`src/rtl/line_pkg.sv`:
```
// Shared definitions for the Bresenham line stepper: default coordinate
// width, screen dimensions used by the optional clip stage, and the FSM
// state type.
package line_pkg;

  localparam int WIDTH_DEFAULT = 13;

  localparam logic [31:0] SCREEN_W = 32'd640;
  localparam logic [31:0] SCREEN_H = 32'd480;

  typedef enum logic [2:0] {
    ST_IDLE  = 3'd0,
    ST_SETUP = 3'd1,
    ST_INIT  = 3'd2,
    ST_STEP  = 3'd3,
    ST_DONE  = 3'd4
  } line_state_t;

  // True when a screen position lies inside the visible raster.
  function automatic logic on_screen(input logic [31:0] sx, input logic [31:0] sy);
    return (sx < SCREEN_W) && (sy < SCREEN_H);
  endfunction

endpackage

```
`src/rtl/line_setup.sv`:
```
// Combinational helpers for the line stepper.
//  - Setup half: decides whether the line is steep, swaps x/y of both
//    endpoints when it is, then orders the endpoints so xa <= xb.
//  - Delta half: from the ordered endpoints derives dx, |dy| and the
//    direction of the minor axis.
// The two halves are used in different FSM cycles, so they take separate
// (registered) inputs.
module line_setup
  import line_pkg::*;
#(
  parameter int WIDTH = WIDTH_DEFAULT
) (
  input  logic [WIDTH-1:0] x0,
  input  logic [WIDTH-1:0] y0,
  input  logic [WIDTH-1:0] x1,
  input  logic [WIDTH-1:0] y1,
  output logic             steep,
  output logic [WIDTH-1:0] xa,
  output logic [WIDTH-1:0] ya,
  output logic [WIDTH-1:0] xb,
  output logic [WIDTH-1:0] yb,
  input  logic [WIDTH-1:0] sxa,
  input  logic [WIDTH-1:0] sya,
  input  logic [WIDTH-1:0] sxb,
  input  logic [WIDTH-1:0] syb,
  output logic [WIDTH:0]   dx,
  output logic [WIDTH:0]   dy,
  output logic             ystep_neg
);

  logic [WIDTH-1:0] adx;
  logic [WIDTH-1:0] ady;
  logic [WIDTH-1:0] pxa;
  logic [WIDTH-1:0] pya;
  logic [WIDTH-1:0] pxb;
  logic [WIDTH-1:0] pyb;

  // Steepness test, optional axis swap, then endpoint ordering along x.
  always_comb begin
    adx   = '0;
    ady   = '0;
    pxa   = x0;
    pya   = y0;
    pxb   = x1;
    pyb   = y1;
    steep = 1'b0;
    xa    = x0;
    ya    = y0;
    xb    = x1;
    yb    = y1;

    if (x1 >= x0) begin
      adx = x1 - x0;
    end else begin
      adx = x0 - x1;
    end

    if (y1 >= y0) begin
      ady = y1 - y0;
    end else begin
      ady = y0 - y1;
    end

    steep = (ady > adx);

    if (steep) begin
      pxa = y0;
      pya = x0;
      pxb = y1;
      pyb = x1;
    end else begin
      pxa = x0;
      pya = y0;
      pxb = x1;
      pyb = y1;
    end

    if (pxa > pxb) begin
      xa = pxb;
      ya = pyb;
      xb = pxa;
      yb = pya;
    end else begin
      xa = pxa;
      ya = pya;
      xb = pxb;
      yb = pyb;
    end
  end

  // Deltas of the ordered line; sxb >= sxa always holds here.
  always_comb begin
    dx        = {1'b0, sxb} - {1'b0, sxa};
    dy        = '0;
    ystep_neg = 1'b0;
    if (sya < syb) begin
      dy        = {1'b0, syb} - {1'b0, sya};
      ystep_neg = 1'b0;
    end else begin
      dy        = {1'b0, sya} - {1'b0, syb};
      ystep_neg = 1'b1;
    end
  end

endmodule

```
`src/rtl/line_bresenham_stepper.sv`:
```
// Bresenham line stepper: accepts a pair of endpoints and emits one pixel per
// cycle over a valid/ready handshake toward the frame-buffer address
// generator. Coordinates are presented in swapped (y,x) space when steep=1.
// Optional build macro LINE_SCREEN_CLIP_EN suppresses pix_valid for pixels
// outside the 640x480 screen; such pixels are stepped over without waiting
// for pix_ready.
module line_bresenham_stepper
  import line_pkg::*;
#(
  parameter int WIDTH = WIDTH_DEFAULT
) (
  input  logic             clk,
  input  logic             rst,
  input  logic             start,
  input  logic [WIDTH-1:0] x0,
  input  logic [WIDTH-1:0] y0,
  input  logic [WIDTH-1:0] x1,
  input  logic [WIDTH-1:0] y1,
  input  logic             pix_ready,
  output logic             pix_valid,
  output logic             steep,
  output logic [WIDTH-1:0] x_coord,
  output logic [WIDTH-1:0] y_coord,
  output logic             busy,
  output logic             done
);

  localparam logic [WIDTH-1:0] ONE = {{(WIDTH-1){1'b0}}, 1'b1};

  line_state_t state_r, state_nxt;

  // latched request
  logic [WIDTH-1:0] rx0_r, ry0_r, rx1_r, ry1_r;
  logic [WIDTH-1:0] rx0_nxt, ry0_nxt, rx1_nxt, ry1_nxt;
  // ordered endpoints from SETUP
  logic [WIDTH-1:0] xa_r, ya_r, xb_r, yb_r;
  logic [WIDTH-1:0] xa_nxt, ya_nxt, xb_nxt, yb_nxt;
  logic             steep_int_r, steep_int_nxt;
  // stepping state
  logic [WIDTH:0]          dx_r, dy_r, dx_nxt, dy_nxt;
  logic signed [WIDTH+1:0] err_r, err_nxt;
  logic                    ystep_neg_r, ystep_neg_nxt;
  logic [WIDTH-1:0]        x_r, y_r, x_nxt, y_nxt;
  logic                    steep_r, steep_nxt;
  logic                    pix_valid_r, pix_valid_nxt;
  logic                    busy_r, busy_nxt;
  logic                    done_r, done_nxt;

  // setup helper outputs
  logic             s_steep;
  logic [WIDTH-1:0] s_xa, s_ya, s_xb, s_yb;
  logic [WIDTH:0]   s_dx, s_dy;
  logic             s_ystep_neg;

  // stepping arithmetic
  logic                    advance;
  logic signed [WIDTH+1:0] err_sub;
  logic signed [WIDTH+1:0] err_add;
  logic [WIDTH-1:0]        x_adv;
  logic [WIDTH-1:0]        y_adv;
  logic signed [WIDTH+1:0] err_adv;

  line_setup #(.WIDTH(WIDTH)) u_setup (
    .x0        (rx0_r),
    .y0        (ry0_r),
    .x1        (rx1_r),
    .y1        (ry1_r),
    .steep     (s_steep),
    .xa        (s_xa),
    .ya        (s_ya),
    .xb        (s_xb),
    .yb        (s_yb),
    .sxa       (xa_r),
    .sya       (ya_r),
    .sxb       (xb_r),
    .syb       (yb_r),
    .dx        (s_dx),
    .dy        (s_dy),
    .ystep_neg (s_ystep_neg)
  );

`ifdef LINE_SCREEN_CLIP_EN
  // Pixel visibility in screen space (axes swapped back when steep).
  function automatic logic pix_visible(input logic [WIDTH-1:0] px,
                                       input logic [WIDTH-1:0] py,
                                       input logic             pst);
    logic [31:0] sx;
    logic [31:0] sy;
    if (pst) begin
      sx = 32'(py);
      sy = 32'(px);
    end else begin
      sx = 32'(px);
      sy = 32'(py);
    end
    return on_screen(sx, sy);
  endfunction
`endif

  // Next Bresenham point: x+1, err-=dy, and a minor-axis step when err < 0.
  always_comb begin
    err_sub = err_r - $signed({1'b0, dy_r});
    err_add = err_sub + $signed({1'b0, dx_r});
    x_adv   = x_r + ONE;
    y_adv   = y_r;
    err_adv = err_sub;
    if (err_sub < 0) begin
      err_adv = err_add;
      if (ystep_neg_r) begin
        y_adv = y_r - ONE;
      end else begin
        y_adv = y_r + ONE;
      end
    end else begin
      err_adv = err_sub;
      y_adv   = y_r;
    end
  end

  // Whether the current pixel is consumed this cycle.
  always_comb begin
`ifdef LINE_SCREEN_CLIP_EN
    if (pix_valid_r) begin
      advance = pix_ready;
    end else begin
      advance = 1'b1;
    end
`else
    advance = pix_valid_r & pix_ready;
`endif
  end

  // FSM next-state and next values for every register.
  always_comb begin
    state_nxt     = state_r;
    rx0_nxt       = rx0_r;
    ry0_nxt       = ry0_r;
    rx1_nxt       = rx1_r;
    ry1_nxt       = ry1_r;
    xa_nxt        = xa_r;
    ya_nxt        = ya_r;
    xb_nxt        = xb_r;
    yb_nxt        = yb_r;
    steep_int_nxt = steep_int_r;
    dx_nxt        = dx_r;
    dy_nxt        = dy_r;
    err_nxt       = err_r;
    ystep_neg_nxt = ystep_neg_r;
    x_nxt         = x_r;
    y_nxt         = y_r;
    steep_nxt     = steep_r;
    pix_valid_nxt = pix_valid_r;
    busy_nxt      = busy_r;
    done_nxt      = 1'b0;

    case (state_r)
      ST_IDLE: begin
        if (start) begin
          rx0_nxt   = x0;
          ry0_nxt   = y0;
          rx1_nxt   = x1;
          ry1_nxt   = y1;
          busy_nxt  = 1'b1;
          state_nxt = ST_SETUP;
        end else begin
          state_nxt = ST_IDLE;
        end
      end
      ST_SETUP: begin
        steep_int_nxt = s_steep;
        xa_nxt        = s_xa;
        ya_nxt        = s_ya;
        xb_nxt        = s_xb;
        yb_nxt        = s_yb;
        state_nxt     = ST_INIT;
      end
      ST_INIT: begin
        dx_nxt        = s_dx;
        dy_nxt        = s_dy;
        err_nxt       = $signed({2'b00, s_dx[WIDTH:1]});
        ystep_neg_nxt = s_ystep_neg;
        x_nxt         = xa_r;
        y_nxt         = ya_r;
        steep_nxt     = steep_int_r;
`ifdef LINE_SCREEN_CLIP_EN
        pix_valid_nxt = pix_visible(xa_r, ya_r, steep_int_r);
`else
        pix_valid_nxt = 1'b1;
`endif
        state_nxt     = ST_STEP;
      end
      ST_STEP: begin
        if (advance) begin
          if (x_r == xb_r) begin
            pix_valid_nxt = 1'b0;
            done_nxt      = 1'b1;
            state_nxt     = ST_DONE;
          end else begin
            x_nxt         = x_adv;
            y_nxt         = y_adv;
            err_nxt       = err_adv;
`ifdef LINE_SCREEN_CLIP_EN
            pix_valid_nxt = pix_visible(x_adv, y_adv, steep_r);
`else
            pix_valid_nxt = 1'b1;
`endif
            state_nxt     = ST_STEP;
          end
        end else begin
          state_nxt = ST_STEP;
        end
      end
      ST_DONE: begin
        busy_nxt  = 1'b0;
        state_nxt = ST_IDLE;
      end
      default: begin
        pix_valid_nxt = 1'b0;
        busy_nxt      = 1'b0;
        state_nxt     = ST_IDLE;
      end
    endcase
  end

  // FSM state register.
  always_ff @(posedge clk or posedge rst) begin
    if (rst) begin
      state_r <= ST_IDLE;
    end else begin
      state_r <= state_nxt;
    end
  end

  // Datapath and output registers.
  always_ff @(posedge clk or posedge rst) begin
    if (rst) begin
      rx0_r       <= '0;
      ry0_r       <= '0;
      rx1_r       <= '0;
      ry1_r       <= '0;
      xa_r        <= '0;
      ya_r        <= '0;
      xb_r        <= '0;
      yb_r        <= '0;
      steep_int_r <= 1'b0;
      dx_r        <= '0;
      dy_r        <= '0;
      err_r       <= '0;
      ystep_neg_r <= 1'b0;
      x_r         <= '0;
      y_r         <= '0;
      steep_r     <= 1'b0;
      pix_valid_r <= 1'b0;
      busy_r      <= 1'b0;
      done_r      <= 1'b0;
    end else begin
      rx0_r       <= rx0_nxt;
      ry0_r       <= ry0_nxt;
      rx1_r       <= rx1_nxt;
      ry1_r       <= ry1_nxt;
      xa_r        <= xa_nxt;
      ya_r        <= ya_nxt;
      xb_r        <= xb_nxt;
      yb_r        <= yb_nxt;
      steep_int_r <= steep_int_nxt;
      dx_r        <= dx_nxt;
      dy_r        <= dy_nxt;
      err_r       <= err_nxt;
      ystep_neg_r <= ystep_neg_nxt;
      x_r         <= x_nxt;
      y_r         <= y_nxt;
      steep_r     <= steep_nxt;
      pix_valid_r <= pix_valid_nxt;
      busy_r      <= busy_nxt;
      done_r      <= done_nxt;
    end
  end

  assign pix_valid = pix_valid_r;
  assign steep     = steep_r;
  assign x_coord   = x_r;
  assign y_coord   = y_r;
  assign busy      = busy_r;
  assign done      = done_r;

endmodule

```
`config.mk`:
```
export PLATFORM = sky130hd
export DESIGN_NAME = line_bresenham_stepper
export DESIGN_NICKNAME = d
export VERILOG_FILES = /design/src/rtl/line_pkg.sv /design/src/rtl/line_setup.sv /design/src/rtl/line_bresenham_stepper.sv
export SDC_FILE = /design/constraint.sdc
export NUM_CORES = 1
export LEC_CHECK = 0
export BUFFER_PORTS_ARGS = -buffer_cell sky130_fd_sc_hd__buf_4
export CORE_MARGIN = 2
export CORE_UTILIZATION = 60
export DETAILED_ROUTE_END_ITERATION = 16
export GPL_ROUTABILITY_DRIVEN = 0
export PLACE_DENSITY = 0.9
export SETUP_SLACK_MARGIN = 0.05
export SLEW_MARGIN = 0
export SYNTH_ARGS = -nofsm -noshare
export SYNTH_HDL_FRONTEND = slang
export SYNTH_HIERARCHICAL = 1
export SYNTH_SLANG_ARGS = --single-unit
```
`constraint.sdc`:
```
create_clock -name clk -period 11.9 [get_ports clk]
set_input_delay 0.595 -clock clk [delete_from_list [all_inputs] [get_ports clk]]
set_output_delay 0.595 -clock clk [all_outputs]
set_load 0.05 [all_outputs]
```
==> out/metrics.csv, run 1 <==
stage;metric;value;unit
cells_and_area;syn2layout_area_growth;8.56;%
place;portBuffers;85;
logic_synthesis;synth-edff-count;0;
grt;antenna_found_initial;0;
logic_synthesis;ys.warnings.count;6;
timing;worst_slew_pin_slew;1.29;ns
critical_path;cp-end-kind;flip-flop;
worst_hold_path;hold_path_depth;2;
routing;top_layer;met4;
logic_synthesis;synth.distinct_cells;76;
timing;slew_violations;0;
cells_and_area;drive_gt1_frac;0.146;
critical_path;reg2reg_depth;26;
die;rows;59;
place;dp_hpwl;31900;um
timing;setup_viol;0;
critical_path;cp.required;12.24;ns
clocking;post-cts-setup-buffers;0;
place;dp_cells;2090;
logic_synthesis;syn_nets;1968;
timing;period_share;0.770;
logic_synthesis;syn_area;0.0156;mm^2
critical_path;critPathLaunch;rx1_r[0]$_DFFE_PP0P_;
timing;max_slew_margin;0.134;
clocking;cts_root_buf;clkbuf_16;
timing;skew;0.0138;ns
job;drv_cap;0;
timing;max_freq;109;MHz
grt;grt_max_degree;113;
critical_path;critical_path.startpoint_type;flip-flop;
worst_hold_path;hold_start;x0[12];
clocking;clk_pin_slew;0.08;ns
cells_and_area;instances_no_fill;2122;
clocking;clk_latency;0.46;ns
critical_path;critPathKind;reg2reg;
die;io_pins;86;
timing;finalSetupTns;0;ns
critical_path;crit_arrival;9.50;ns
clocking;cts.sinks;182;
timing;fin_crit;9.16;ns
clocking;cts_tree;done;
timing;hold_violations;0;
status;status;complete, no violations;
routing;viasPerCell;6.63;
die;fp.dieArea;0.0274;mm^2
logic_synthesis;synthCells;1746;
routing;wl_met3;3980;um
clocking;cts_buffers;17;
grt;grt_overflow;0;
grt;grt_use_total;0.325;
cells_and_area;nets;1996;
worst_hold_path;hp-class;in2reg;
logic_synthesis;synthFlopType;dfrtp_1;
routing;drtPass1Iterations;6;
routing;num_vias;14100;
die;core-area;0.0258;mm^2
die;chipHeight;165;um
routing;dr.first_iter.drc_count;1886;
routing;finalWirelength;43800;um
clocking;h-tree-depth;4;
grt;grt_pass1_wl;69700;um
logic_synthesis;async_flop_share;1.00;
routing;routedWlPerCell;20.6;um
routing;met1_length;17000;um
logic_synthesis;ys_seq_area_frac;0.291;
routing;ant_nets;0;
die;die-width;165;um
timing;rsz0062_at_grt;false;
clocking;max-clock-path-buffers;2;
cells_and_area;n_antenna_cell;0;
routing;dr_wl_met2;20400;um
die;floorplan.initialDensity;0.606;
clocking;postCtsHoldBufs;0;
logic_synthesis;avgSynthCellArea;8.96;um^2
routing;drcViolationCount;0;
clocking;cts_resized;0;
grt;first_global_vias;13400;
critical_path;reg2reg_from;rx1_r[0]$_DFFE_PP0P_;
logic_synthesis;synth-seq-cells;182;
critical_path;worstPathMaxFanout;57;
layer usage:
| layer | global-route usage | vias to the layer above |
|---|---|---|
| met4 | 0.178 | 0 |
| li1 | - | 6292 |
| met3 | 0.0589 | 195 |
| met5 | 0 | - |
| met2 | 0.518 | 900 |
| met1 | 0.418 | 6679 |
sequential cells by signal (all words and copies together), names as in the netlist, 3 cells and up:
signal   count
dx_r        14
dy_r        14
err_r       15
rx0_r       13
rx1_r       13
ry0_r       13
ry1_r       13
state_r      3
x_coord     13
xa_r        13
xb_r        13
y_coord     13
ya_r        13
yb_r        13
cell type report:
class                      instances  area (um^2)
clock buffer                      17          425
clock inverter                    15          173
fill                            1893         8850
inverter                         146          553
multi-input combinational       1331        10100
sequential                       182         4550
tap                              335          419
timing repair buffer              96          721
layout by cell type, fill, tap and decap left out, types with 17 or more instances in the layout:
master and count:
nand4_1 17, nand3_1 32, mux2i_1 121, nor2b_1 17
a31oi_1 23, dfrtp_1 182, buf_4 96, xnor2_1 52
inv_1 145, a21oi_1 198, o21bai_1 17, xor2_1 23
o211ai_1 20, ha_1 156, clkbuf_16 17, nand2_1 141
mux2_2 109, a21o_1 53, nor2_1 73, nand2b_1 19
o21ai_0 80
kinds of logic (layout without fill, tap and decap cells):
logic type | after synthesis | after routing | share of synthesized area
compound gates | 497 | 497 | 0.200
simple gates | 363 | 363 | 0.110
buf+inv | 233 | 274 | 0.0631
mux | 230 | 230 | 0.156
flops | 182 | 182 | 0.291
fa+ha+maj | 166 | 166 | 0.138
xor+xnor | 75 | 75 | 0.0420
synthesized netlist by cell type, types with 13 or more instances:
master | n | area share
a31oi_1 | 23 | 0.0092
nand3_1 | 33 | 0.011
a21o_1 | 53 | 0.025
buf_2 | 23 | 0.0074
dfrtp_1 | 182 | 0.29
nor3_1 | 13 | 0.0042
o211ai_1 | 20 | 0.0096
nand2_1 | 141 | 0.034
nand2b_1 | 19 | 0.0076
a21oi_1 | 199 | 0.064
ha_1 | 156 | 0.12
xnor2_1 | 52 | 0.029
nor2b_1 | 17 | 0.0068
o21ai_0 | 80 | 0.026
nand4_1 | 17 | 0.0068
mux2_2 | 109 | 0.078
inv_1 | 146 | 0.035
clkbuf_1 | 43 | 0.010
mux2i_1 | 121 | 0.077
nor2_1 | 74 | 0.018
xor2_1 | 23 | 0.013
o21bai_1 | 17 | 0.0082
path summary, 6_finish.rpt:
check | to | slack [ns]
max in group asynchronous | rx0_r[5]$_DFFE_PP0P_ | 10.01
hold reg to reg | steep$_DFFE_PP0P_ | 0.48
setup reg to reg | yb_r[8]$_DFFE_PP0P_ | 2.74
setup / recovery | yb_r[8]$_DFFE_PP0P_ | 2.74
min in group asynchronous | y_coord[3]$_DFFE_PP0P_ | 0.37
hold / removal | rx0_r[12]$_DFFE_PP0P_ | 0.36
through the flow:
| step | instance area (um^2) | setup slack [ns] | hold slack [ns] | utilization |
|---|---|---|---|---|
| 6_report | 17000 | 2.74 | 0.364 | 0.657 |
| 5_1_grt | 17000 | 2.36 | 0.350 | 0.657 |
| 2_1_floorplan | 15600 | 6.04 | 0.435 | - |
| 3_5_place_dp | 16400 | 3.17 | 0.469 | 0.634 |
| 4_1_cts | 17000 | 3.11 | 0.356 | 0.657 |
| 3_3_place_gp | 16400 | 3.52 | 0.467 | 0.634 |
worst max-delay path, cell delays in order, from the launching register on:
cell and delay (ns):
dfrtp_1 0.47, inv_1 0.13, ha_1 0.21, inv_1 0.12, a21oi_1 0.08, o21bai_1 0.28, a31oi_1 0.22, o31ai_2 1.09
mux2i_1 0.26, xor2_1 0.21, ha_1 0.31, nand3_1 0.12, nor3_1 0.43, a21oi_1 0.19, a21oi_4 0.41, buf_4 0.64
mux2i_1 0.27, ha_1 0.27, a21o_1 0.18, a21o_1 0.18, a221oi_1 0.31, nand3_2 0.98, and2_1 0.48, buf_4 0.31
a21oi_1 0.35, mux2i_1 0.18, mux2_2 0.30
Power of run 1 is left out: the tool's default activity adds up to more than one toggle a clock period on the data nets, which glitch-free logic cannot reach.
==> inputs of run 2 (changes only) <==
--- a/config.mk
+++ b/config.mk
@@ -7,10 +7,10 @@
 export LEC_CHECK = 0
 export BUFFER_PORTS_ARGS = -buffer_cell sky130_fd_sc_hd__buf_4
 export CORE_MARGIN = 2
-export CORE_UTILIZATION = 60
+export CORE_UTILIZATION = 57
 export DETAILED_ROUTE_END_ITERATION = 16
 export GPL_ROUTABILITY_DRIVEN = 0
-export PLACE_DENSITY = 0.9
+export PLACE_DENSITY = 0.89
 export SETUP_SLACK_MARGIN = 0.05
 export SLEW_MARGIN = 0
 export SYNTH_ARGS = -nofsm -noshare
==> constraint.sdc (replaced) <==
create_clock -name clk -period 8 [get_ports clk]
set_input_delay 0.4 -clock clk [delete_from_list [all_inputs] [get_ports clk]]
set_output_delay 0.4 -clock clk [all_outputs]
set_load 0.05 [all_outputs]
==> run 2 against run 1 <==
Utilization down 2.5 points. Worst setup slack worse by 2.5 ns. Sequential share of layout area shrank 0.11 points. Clock-buffer cell count unchanged. Fmax up 19%. Highest routed layer unchanged. Critical endpoint is now xb_r[3]$_DFFE_PP0P_.
==> out/metrics.csv, run 2 (synthesis results as in run 1) <==
stage;metric;value;unit
cells_and_area;n_antenna_cell;0;
place;post-place-ws;0.582;ns
cells_and_area;top_register;err_r;
grt;grt_max_degree;104;
die;io_pins;86;
grt;grt_use_total;0.305;
worst_hold_path;hp-class;in2async;
die;core-area;0.0270;mm^2
die;rows;60;
place;dp_hpwl;31800;um
die;floorplan.initialDensity;0.581;
grt;grt_pass1_wl;70300;um
routing;finalWirelength;43500;um
status;status;complete, no violations;
grt;grt_overflow;0;
timing;finalSetupTns;0;ns
critical_path;worstPathMaxFanout;44;
critical_path;critPathKind;reg2reg;
die;fp.dieArea;0.0288;mm^2
cells_and_area;reg_top3;err_r: 15 flops, dx_r: 14 flops, dy_r: 14 flops;
cells_and_area;multi_input_area;0.0102;mm^2
critical_path;crit_buf_inv;4;
critical_path;critical_path.startpoint_type;flip-flop;
cells_and_area;final_cell_mix;a21oi_1 (198), dfrtp_1 (182), ha_1 (156);
timing;period_share;0.966;
critical_path;cp.required;8.39;ns
critical_path;max_stage_delay;0.73;ns
die;die-width;170;um
critical_path;cp-end-kind;flip-flop;
clocking;max-clock-path-buffers;2;
clocking;cts.sinks;182;
timing;slew_violations;0;
clocking;clk_latency;0.46;ns
cells_and_area;final_common_cell;a21oi_1;
timing;setup_ws;0.273;ns
cells_and_area;drive_gt1_frac;0.150;
cells_and_area;postLayoutCellArea;0.0171;mm^2
clocking;postCtsHoldBufs;0;
routing;num_vias;14000;
clocking;cts_buffers;17;
routing;routedWlPerCell;20.4;um
routing;drcViolationCount;0;
cells_and_area;nets;2003;
clocking;cts_root_buf;clkbuf_16;
timing;hold_violations;0;
timing;fin_crit;7.73;ns
timing;worst_slew_pin_slew;1.02;ns
cells_and_area;syn2layout_area_growth;9.01;%
grt;first_global_vias;13800;
routing;drtPass1Iterations;8;
clocking;cts_tree;done;
grt;antenna_found_initial;0;
place;portBuffers;85;
die;chipHeight;170;um
place;placed_area;0.0164;mm^2
routing;dr.first_iter.drc_count;1659;
timing;skew;0.0177;ns
clocking;clk_pin_slew;0.07;ns
cells_and_area;regArea;0.00455;mm^2
critical_path;crit_arrival;8.12;ns
critical_path;crit_family;compound AO/OA/AOI/OAI gates;
cells_and_area;largest_register_ffs;15;
timing;max_slew_margin;0.320;
job;drv_cap;0;
routing;viasPerCell;6.57;
timing;setup_viol;0;
routing;ant_nets;0;
cells_and_area;final.fill_count;1986;
critical_path;cp_slowest_cell;a2111oi_1;
timing;max_freq;129;MHz
clocking;h-tree-depth;4;
run 2: repair_timing:
action / in CTS / in global routing
setup endpoints to repair: 0 / 52
gates resized for setup: 0 / 3
setup buffers: 0 / 5
endpoints found under the hold margin: 0 / 0
run 2: final cells by class:
| cell class | count | share of cell area |
|---|---|---|
| Multi-Input combinational cell | 1331 | 0.596 |
| Sequential cell | 182 | 0.267 |
| Tap cell | 341 | 0.0250 |
| Inverter | 146 | 0.0324 |
| Timing Repair Buffer | 103 | 0.0453 |
| Clock inverter | 15 | 0.00954 |
| Clock buffer | 17 | 0.0249 |
run 2: worst paths after layout:
path / startpoint / end / slack, ns / cells past startpoint
min: rst / err_r[13]$_DFFE_PP0P_ / 0.16 / 2
max: rx1_r[0]$_DFFE_PP0P_ / xb_r[3]$_DFFE_PP0P_ / 0.27 / 28
max in group asynchronous: rst / rx0_r[3]$_DFFE_PP0P_ / 6.23 / 3
max reg2reg: rx1_r[0]$_DFFE_PP0P_ / xb_r[3]$_DFFE_PP0P_ / 0.27 / 28
min in group clk: x0[12] / rx0_r[12]$_DFFE_PP0P_ / 0.17 / 2
min reg2reg: steep_int_r$_DFFE_PP0P_ / steep$_DFFE_PP0P_ / 0.48 / 2
run 2: per-stage QoR:
step | hold slack, ns | util | cells
4_1_cts | 0.166 | 0.631 | 2130
2_1_floorplan | 0.435 | - | 1746
6_report | 0.155 | 0.633 | 2135
3_5_place_dp | 0.463 | 0.609 | 2098
5_1_grt | 0.163 | 0.633 | 2135
3_3_place_gp | 0.455 | 0.609 | 2098
run 2: per-layer routing:
metal | vias to the layer above | global-route usage | part of all wire
li1 | 6317 | - | -
met1 | 6648 | 0.378 | 0.39
met2 | 851 | 0.502 | 0.46
met3 | 217 | 0.0557 | 0.085
met4 | 0 | 0.170 | 0.061
met5 | - | 0 | 0
Power of run 2 is left out for the same reason.
